===== src/rtl/audio_rom_sync_if.sv =====
// Lookup bus between the wave generator (master) and the audio ROM (slave).
// The generator drives index/freq_id and consumes level, freq and period.
interface audio_rom_sync_if #(
  parameter int BITS = 6
);
  logic [9:0]      index;
  logic [4:0]      freq_id;
  logic [BITS-1:0] level;
  logic [15:0]     freq;
  logic [15:0]     period;

  modport master (
    output index,
    output freq_id,
    input  level,
    input  freq,
    input  period
  );

  modport slave (
    input  index,
    input  freq_id,
    output level,
    output freq,
    output period
  );
endinterface


===== src/rtl/audio_rom_sync.sv =====
// Registered note/sine lookup: 5-bit note ID -> period/phase increment,
// 10-bit phase index -> unsigned sine level of BITS bits. One clock of latency.
module audio_rom_sync #(
  parameter int BITS = 6
) (
  input  logic            clock,
  input  logic            reset,
  audio_rom_sync_if.slave bus
);

  localparam int              AMP     = (1 << (BITS - 1)) - 1;
  localparam logic [BITS-1:0] AMP_V   = BITS'(AMP);
  localparam int              FRAC    = 28;
  localparam longint          PI_Q    = 64'sd843314857;

  // Fixed-point (Q28) value to nearest integer, ties upward.
  function automatic longint round_q(input longint val_q);
    return (val_q + (64'sd1 <<< (FRAC - 1))) >>> FRAC;
  endfunction

  // Integer quotient rounded half-up.
  function automatic int round_div(input int num, input int den);
    return (2 * num + den) / (2 * den);
  endfunction

  // q[k] = round(AMP * sin(2*pi*k/1024)) via a Q28 Taylor series; the
  // series is carried to x^17 so the error stays far below one output LSB.
  function automatic int quarter_sine(input int k);
    longint x;
    longint x2;
    longint term;
    longint sum;
    x    = (PI_Q * longint'(k) + 64'sd256) / 64'sd512;
    x2   = (x * x) >>> FRAC;
    term = x;
    sum  = x;
    for (int n = 1; n <= 8; n++) begin
      term = -((term * x2) >>> FRAC) / longint'((2 * n) * (2 * n + 1));
      sum  = sum + term;
    end
    return int'(round_q(longint'(AMP) * sum));
  endfunction

  // round(243 * 2^((12-id)/12)); ID 12 is middle C, ID 24 is the 121.5 tie.
  function automatic int note_period(input int id);
    case (id)
      0:       return 486;
      1:       return 459;
      2:       return 433;
      3:       return 409;
      4:       return 386;
      5:       return 364;
      6:       return 344;
      7:       return 324;
      8:       return 306;
      9:       return 289;
      10:      return 273;
      11:      return 257;
      12:      return 243;
      13:      return 229;
      14:      return 216;
      15:      return 204;
      16:      return 193;
      17:      return 182;
      18:      return 172;
      19:      return 162;
      20:      return 153;
      21:      return 144;
      22:      return 136;
      23:      return 129;
      24:      return 122;
      25:      return 115;
      26:      return 108;
      27:      return 102;
      28:      return 96;
      29:      return 91;
      30:      return 86;
      default: return 81;
    endcase
  endfunction

  logic [15:0]     w_period_tab [32];
  logic [15:0]     w_freq_tab   [32];
  logic [BITS-2:0] w_qtab       [257];

  for (genvar g = 0; g < 32; g++) begin : g_note
    localparam int P = note_period(g);
    assign w_period_tab[g] = 16'(P);
    assign w_freq_tab[g]   = 16'(round_div(65536, P));
  end

  for (genvar g = 0; g <= 256; g++) begin : g_sine
    localparam int Q = quarter_sine(g);
    assign w_qtab[g] = (BITS - 1)'(Q);
  end

  // Stage p0: fold the phase index onto the quarter table.
  // No q entry is an exact half, so AMP - q equals the half-up rounding of
  // the negative half-cycle and the two halves stay mirror images.
  logic [8:0]      w_qaddr_p0;
  logic [BITS-2:0] w_q_p0;
  logic [BITS-1:0] w_level_p0;

  always_comb begin
    w_qaddr_p0 = {1'b0, bus.index[7:0]};
    if (bus.index[8]) begin
      w_qaddr_p0 = 9'd256 - {1'b0, bus.index[7:0]};
    end
    w_q_p0     = w_qtab[w_qaddr_p0];
    w_level_p0 = bus.index[9] ? (AMP_V - {1'b0, w_q_p0})
                              : (AMP_V + {1'b0, w_q_p0});
  end

  // Stage p1: registered outputs.
  logic [BITS-1:0] r_level_p1;
  logic [15:0]     r_freq_p1;
  logic [15:0]     r_period_p1;

  always_ff @(posedge clock or negedge reset) begin
    if (!reset) begin
      r_level_p1  <= '0;
      r_freq_p1   <= '0;
      r_period_p1 <= '0;
    end else begin
      r_level_p1  <= w_level_p0;
      r_freq_p1   <= w_freq_tab[bus.freq_id];
      r_period_p1 <= w_period_tab[bus.freq_id];
    end
  end

  assign bus.level  = r_level_p1;
  assign bus.freq   = r_freq_p1;
  assign bus.period = r_period_p1;

endmodule


===== src/flat_wrapper.sv =====
// flat-port wrapper written by rule: the top's interface ports become plain ports
module audio_rom_sync_flat 
#(
  parameter int BITS = 6
)
  (clock, reset, bus_index, bus_freq_id, bus_level, bus_freq, bus_period);
  audio_rom_sync_if #(.BITS(BITS)) bus_i ();
  input  logic clock;
  input  logic reset;
  input wire logic [$bits(bus_i.index)-1:0] bus_index;
  input wire logic [$bits(bus_i.freq_id)-1:0] bus_freq_id;
  output wire logic [$bits(bus_i.level)-1:0] bus_level;
  output wire logic [$bits(bus_i.freq)-1:0] bus_freq;
  output wire logic [$bits(bus_i.period)-1:0] bus_period;
  assign bus_i.index = bus_index;
  assign bus_i.freq_id = bus_freq_id;
  assign bus_level = bus_i.level;
  assign bus_freq = bus_i.freq;
  assign bus_period = bus_i.period;
  audio_rom_sync #(.BITS(BITS)) u_core (.clock(clock), .reset(reset), .bus(bus_i));
endmodule

===== config.mk =====
export PLATFORM = sky130hd
export DESIGN_NAME = audio_rom_sync_flat
export DESIGN_NICKNAME = d
export VERILOG_FILES = /design/src/rtl/audio_rom_sync_if.sv /design/src/rtl/audio_rom_sync.sv /design/src/flat_wrapper.sv
export SDC_FILE = /design/constraint.sdc
export NUM_CORES = 1
export LEC_CHECK = 0
export CORE_MARGIN = 3
export CORE_UTILIZATION = 54
export CTS_BUF_LIST = sky130_fd_sc_hd__clkbuf_4
export DETAILED_ROUTE_END_ITERATION = 12
export GPL_TIMING_DRIVEN = 0
export HOLD_SLACK_MARGIN = 0.15
export PLACE_DENSITY = 0.83
export SYNTH_ARGS = -nofsm -noshare
export SYNTH_HDL_FRONTEND = slang
export SYNTH_SLANG_ARGS = --single-unit

===== constraint.sdc =====
create_clock -name clock -period 0.8 [get_ports clock]
set_input_delay 0.16 -clock clock [delete_from_list [all_inputs] [get_ports clock]]
set_output_delay 0.16 -clock clock [all_outputs]
set_load 0.005 [all_outputs]

Yosys cells after proc, flatten, opt, wreduce, memory -nomap -nowiden
Memory sizes are Yosys's and may differ from the RTL's. A register that Yosys moved wholly into a read port is not among the register bits.
Index checks and enable logic that the tools add are counted.
W data, S select, Z words.
{"block": "totals", "register_bits": 6, "mem_bits_ro": 3584, "in_bits": 17, "output_inout_bits": 38, "n_memories": 3}
{"memory": "(no name shown)", "depth": 512, "word_bits": 5, "rd": 1, "rd_ports_with_merged_regs": 0, "write_ports": 0, "line_no": "audio_rom_sync.sv:109", "rtl": "w_q_p0 = w_qtab[w_qaddr_p0];"}
{"memory": "(no name shown)", "depth": 32, "word_bits": 16, "rd": 1, "rd_ports_with_merged_regs": 1, "write_ports": 0, "line_no": "audio_rom_sync.sv:126", "rtl": "r_freq_p1 <= w_freq_tab[bus.freq_id];"}
{"memory": "(no name shown)", "depth": 32, "word_bits": 16, "rd": 1, "rd_ports_with_merged_regs": 1, "write_ports": 0, "line_no": "audio_rom_sync.sv:127", "rtl": "r_period_p1 <= w_period_tab[bus.freq_id];"}
{"block": "op_classes", "n_addsub": 3, "magnitude_cmp": 1, "mux": 4, "bitwise_logic": 2, "n_reduce_logical": 2}
{"op": "$ge A10 B10 Y1 const B", "n": 1}
{"op": "$mux W5", "n": 2}
{"op": "$not A9 Y10", "n": 1}
{"op": "$mux W9", "n": 1}
{"op": "$sub A9 B8 Y9 const A", "n": 1}
{"op": "$add A5 B5 Y6 const A", "n": 1}
{"op": "$mux W6", "n": 1}
{"op": "$not A5 Y6", "n": 1}
{"op": "$sub A5 B5 Y6 const A", "n": 1}
{"op": "$logic_not A1 Y1", "n": 2}

Depth between registers and ports, before layout
{"block": "logic_depth", "ltp_word": 8, "depth_mapped": 16}

Worst setup path after synthesis
No wires, ideal clock.
{"block": "synth_timing", "path_kind": "input-to-reg", "from": "input port bus_index[0]", "to": "register u_core.r_level_p1[4], in the netlist u_core.bus.level[4]", "setup_time_ps": 79, "t_arrival_ps": 2792, "path_slack_ps": -2072, "cell_stages": 16, "n_path_buf": 4, "cell_sequence": "buf_2 > inv_1 > ha_1 > clkbuf_1 > nor3b_1 > o211a_1 > buf_2 > buf_2 > o221ai_1 > o31ai_1 > a22oi_1 > o21ai_0 > nand2_1 > ha_1 > a41oi_1 > xor2_1"}
{"block": "synth_via", "elab_chain_cells": 8, "word_cells_on_any_way": 9, "classes_between": "add/sub: 3; mux: 4; bitwise: 1; memory: 1"}
{"element": "from (decl)", "line_no": "flat_wrapper.sv:10", "rtl": "input wire logic [$bits(bus_i.index)-1:0] bus_index;"}
{"element": "$sub A9 B8 Y9", "line_no": "audio_rom_sync.sv:107", "rtl": "w_qaddr_p0 = 9'd256 - {1'b0, bus.index[7:0]};"}
{"element": "$mux W9 (*)", "line_no": "audio_rom_sync.sv:106", "rtl": "if (bus.index[8]) begin"}
{"element": "$not A9 Y10 (implied by the code) (*)", "line_no": "audio_rom_sync.sv:109"}
{"element": "$mem_v2 Z512 W5 (*)"}
{"element": "$mux W5 (implied by the code) (*) (2 in series)", "line_no": "audio_rom_sync.sv:109"}
{"element": "$add A5 B5 Y6 or $sub A5 B5 Y6 (tied branches)", "line_no": "audio_rom_sync.sv:111, audio_rom_sync.sv:110"}
{"element": "$mux W6 (*)", "line_no": "audio_rom_sync.sv:110", "rtl": "w_level_p0 = bus.index[9] ? (AMP_V - {1'b0, w_q_p0})"}
{"element": "named net u_core.w_level_p0[4]", "line_no": "audio_rom_sync.sv:102", "rtl": "logic [BITS-1:0] w_level_p0;"}
{"element": "to (signal assigned)", "line_no": "audio_rom_sync.sv:125", "rtl": "r_level_p1 <= w_level_p0;"}
{"element": "to (decl)", "line_no": "audio_rom_sync.sv:115", "rtl": "logic [BITS-1:0] r_level_p1;"}
Mark *: on every way through the listed nets, which the timed path passes. The rest lies on a longest branch. The select of a mux whose other input is x is not followed.

Final worst setup path
{"block": "layout_timing", "from": "input port bus_index[1]", "to": "register u_core.r_level_p1[3], in the netlist u_core.bus.level[3]"}
Same word-level chain as after synthesis.

==> results.sh <==
export IMPL_cts_sinks=25
export IMPL_fillCellCount=159
export IMPL_synthArstFlopShare_pct=100
export IMPL_area_delta_synth_final_pct=64.9
export IMPL_yosys_top_cells_count="nand2_1 (36), o21ai_0 (34), nor2_1 (33)"
export IMPL_power_density_mw_per_mm2=1240
export IMPL_drive_above_1_share_pct=52.1
export IMPL_antenna_found_initial=0
export IMPL_holdWs_ns=-0.202
export IMPL_gp_congestion=0.979
export IMPL_tightest_slew_ns=0.799
export IMPL_yosys_warnings=0
export IMPL_violations="negative hold slack, negative setup slack"
export IMPL_cts_tree="yes"
export IMPL_slew_headroom_pct=46.3
export IMPL_synth_cells=357
export IMPL_core_mm2=0.00479
export IMPL_final_max_slew_viol_count=0
export IMPL_fin_cells=524
export IMPL_yosysTopAreaCell="dfrtp_1"
export IMPL_end_kind="flip-flop"
export IMPL_multiInputGateArea_mm2=0.00251
export IMPL_grt_overflow=0
export IMPL_critPathKind="in2reg"
export IMPL_h_tree_depth=1
export IMPL_grt_use_total_pct=31.6
export IMPL_crit_end="u_core.bus.level[3]$_DFF_PN0_"
export IMPL_syn_area_per_cell_um2=7.55
export IMPL_wl_per_cell_um=27.4
export IMPL_drt_initial_drc_count=1030
export IMPL_wirelength_um=14300
export IMPL_grt_max_degree=26
export IMPL_synth_cell_types=64
export IMPL_synth_most_common_cell="nand2_1"
export IMPL_synth_edff_count=0
export IMPL_grt_pass1_vias=3190
export IMPL_dp_cells=470
export IMPL_drcViolationCount=0
export IMPL_crit_arrival_ns=2.82
export IMPL_numCtsBuffers=3
export IMPL_synth_top_area_share_pct=23.2
export IMPL_syn_area_mm2=0.00270
export IMPL_die_h_um=76.7
export IMPL_p_leak_nw=1.86
export IMPL_ant_nets=0
export IMPL_period_share_pct=324
export IMPL_status="finished, violations left"
export IMPL_initial_utilization_pct=56.3
export IMPL_period_needed_ns=2.59
export IMPL_setup_viol=49
export IMPL_cap_violations=0
export IMPL_vdd_ir_drop_max_mv=0.651
export IMPL_first_pass_iters=7
export IMPL_die_area_mm2=0.00588
export IMPL_cts_max_path_buffers=2
export IMPL_crit_start="bus_index[1]"
export IMPL_cp_data_required_time_ns=1.03
export IMPL_hpwl_um=5710
export IMPL_route_vias_total=4032
export IMPL_synth_area_leaders="dfrtp_1 (23%), o21ai_0 (6.3%), a21oi_1 (5.2%)"
export IMPL_final_hold_viol_count=25
export IMPL_rsz0062_at_grt="true"
export IMPL_dieWidth_um=76.7
export IMPL_nets=485
export IMPL_cts_root_buf="clkbuf_4"
export IMPL_clk_pin_slew_ns=0.15
export IMPL_min_path_type="in2async"
export IMPL_worst_path_max_fanout=8
export IMPL_total_power_mw=5.51
export IMPL_rows=25
export IMPL_ff_latch_area_um2=626
export IMPL_start_kind="input port"
export IMPL_synth_seq_cells=25
export IMPL_max_freq_mhz=386
export IMPL_worst_slack_ns=-1.79
export IMPL_portBuffers=34
export IMPL_seq_area_frac_synth_pct=23.2
export IMPL_synth_ff_type="dfrtp_1"
export IMPL_grt_pass1_wl_um=15300
export IMPL_io_pins=55
export IMPL_diodes=0
export IMPL_viasPerCell=7.69
## cells in the final DEF, fill, tap and decap left out, types with 4 or more instances in the layout
master	synthesis	final
buf_4	13	50
buf_2	9	30
dfrtp_1	25	25
nand2_1	36	24
nor2_1	33	24
a21oi_1	28	17
buf_6	1	16
o21ai_1	0	14
conb_1	1	13
o21ai_0	34	11
a21oi_2	0	11
ha_4	0	10
o21ai_2	0	8
nand2_2	0	7
clkbuf_4	0	7
o211ai_1	7	7
mux2i_1	7	6
nor3_1	9	6
buf_12	0	5
clkbuf_1	22	5
clkbuf_2	0	5
clkbuf_8	0	5
nor2_4	0	5
nand2_4	0	5
a211oi_2	0	5
a31oi_1	7	5
or3_1	6	5
clkbuf_16	0	4
inv_1	9	4
nor2_2	0	4
buf_8	0	4
## cells by family (layout without fill, tap and decap cells)
logic type / after synthesis / in the layout / synth area share, %
buf+inv: 55 / 143 / 10.2
other cells: 1 / 13 / 0.139
mux: 10 / 10 / 4.27
simple gates: 119 / 119 / 21.9
flops: 25 / 25 / 23.2
fa+ha+maj: 10 / 10 / 4.64
xor+xnor: 10 / 10 / 3.53
compound gates: 127 / 127 / 32.1
## metal layers
layer	track usage (%)	wire length, um	share of wire, %
met1	39.0	4540	32
met2	53.1	5980	42
met3	5.52	2210	15
met5	0	0	0
met4	15.4	1620	11
## sequential cells by signal, indices dropped and copies added, names as in the netlist
register and flops:
u_core.bus.freq 10, u_core.bus.level 6, u_core.bus.period 9
## timing repair
item / CTS / global route
setup endpoints to repair: 75 / 73
gates resized for setup: 207 / 78
pin swaps: 38 / 40
buffers inserted: 34 / 17
cloned: 2 / 0
endpoints found under the hold margin: 25 / 25
## where the power goes
group / internal [mW] / switching, mW
clock: 0.230 / 0.400
sequential: 1.43 / 0.0445
combinational: 1.48 / 1.93
## area by class of cell
| cell class | count | share of cell area (%) |
|---|---|---|
| buffer | 44 | 9.88 |
| clock buffer | 4 | 0.675 |
| inverter | 10 | 1.66 |
| multi-input combinational | 289 | 56.5 |
| sequential | 25 | 14.1 |
| tap | 67 | 1.89 |
| timing repair buffer | 85 | 15.4 |
## worst max-delay path, cell delays in order
cell and delay [ns]:
buf_8 0.10, buf_12 0.13, inv_6 0.05, ha_4 0.15, clkbuf_16 0.15, nor3b_4 0.20, o211a_1 0.20, buf_6 0.15
buf_6 0.14, nor3_1 0.07, a31oi_1 0.26, a22oi_1 0.15, o21ai_2 0.27, nand2_2 0.12, buf_4 0.14, buf_4 0.13
a211oi_2 0.24
## worst min-delay path by stage
stage / from / end / slack [ns] / depth (start not counted)
after floorplan: reset / u_core.bus.freq[0]$_DFF_PN0_ / -0.14 / 0
after global placement: bus_index[9] / u_core.bus.level[1]$_DFF_PN0_ / 0.51 / 3
after detailed placement: bus_index[9] / u_core.bus.level[1]$_DFF_PN0_ / 0.53 / 3
after CTS: reset / u_core.bus.freq[6]$_DFF_PN0_ / 0.13 / 1
after global routing: reset / u_core.bus.freq[5]$_DFF_PN0_ / -0.17 / 1
final: reset / u_core.bus.freq[5]$_DFF_PN0_ / -0.20 / 1
## stage by stage
| step | util, % | setup WS, ns | instance area [um^2] | setup TNS (ns) |
|---|---|---|---|---|
| final | 92.9 | -1.79 | 4450 | -19.44 |
| after floorplan | - | -1.63 | 3140 | -12.90 |
| after CTS | 84.3 | -1.55 | 4030 | -15.82 |
| after detailed placement | 74.4 | -2.60 | 3560 | -59.94 |
| after global placement | 74.4 | -2.56 | 3560 | -57.89 |
| after global routing | 92.9 | -1.81 | 4450 | -20.69 |
(Power assumes the default switching activity.)
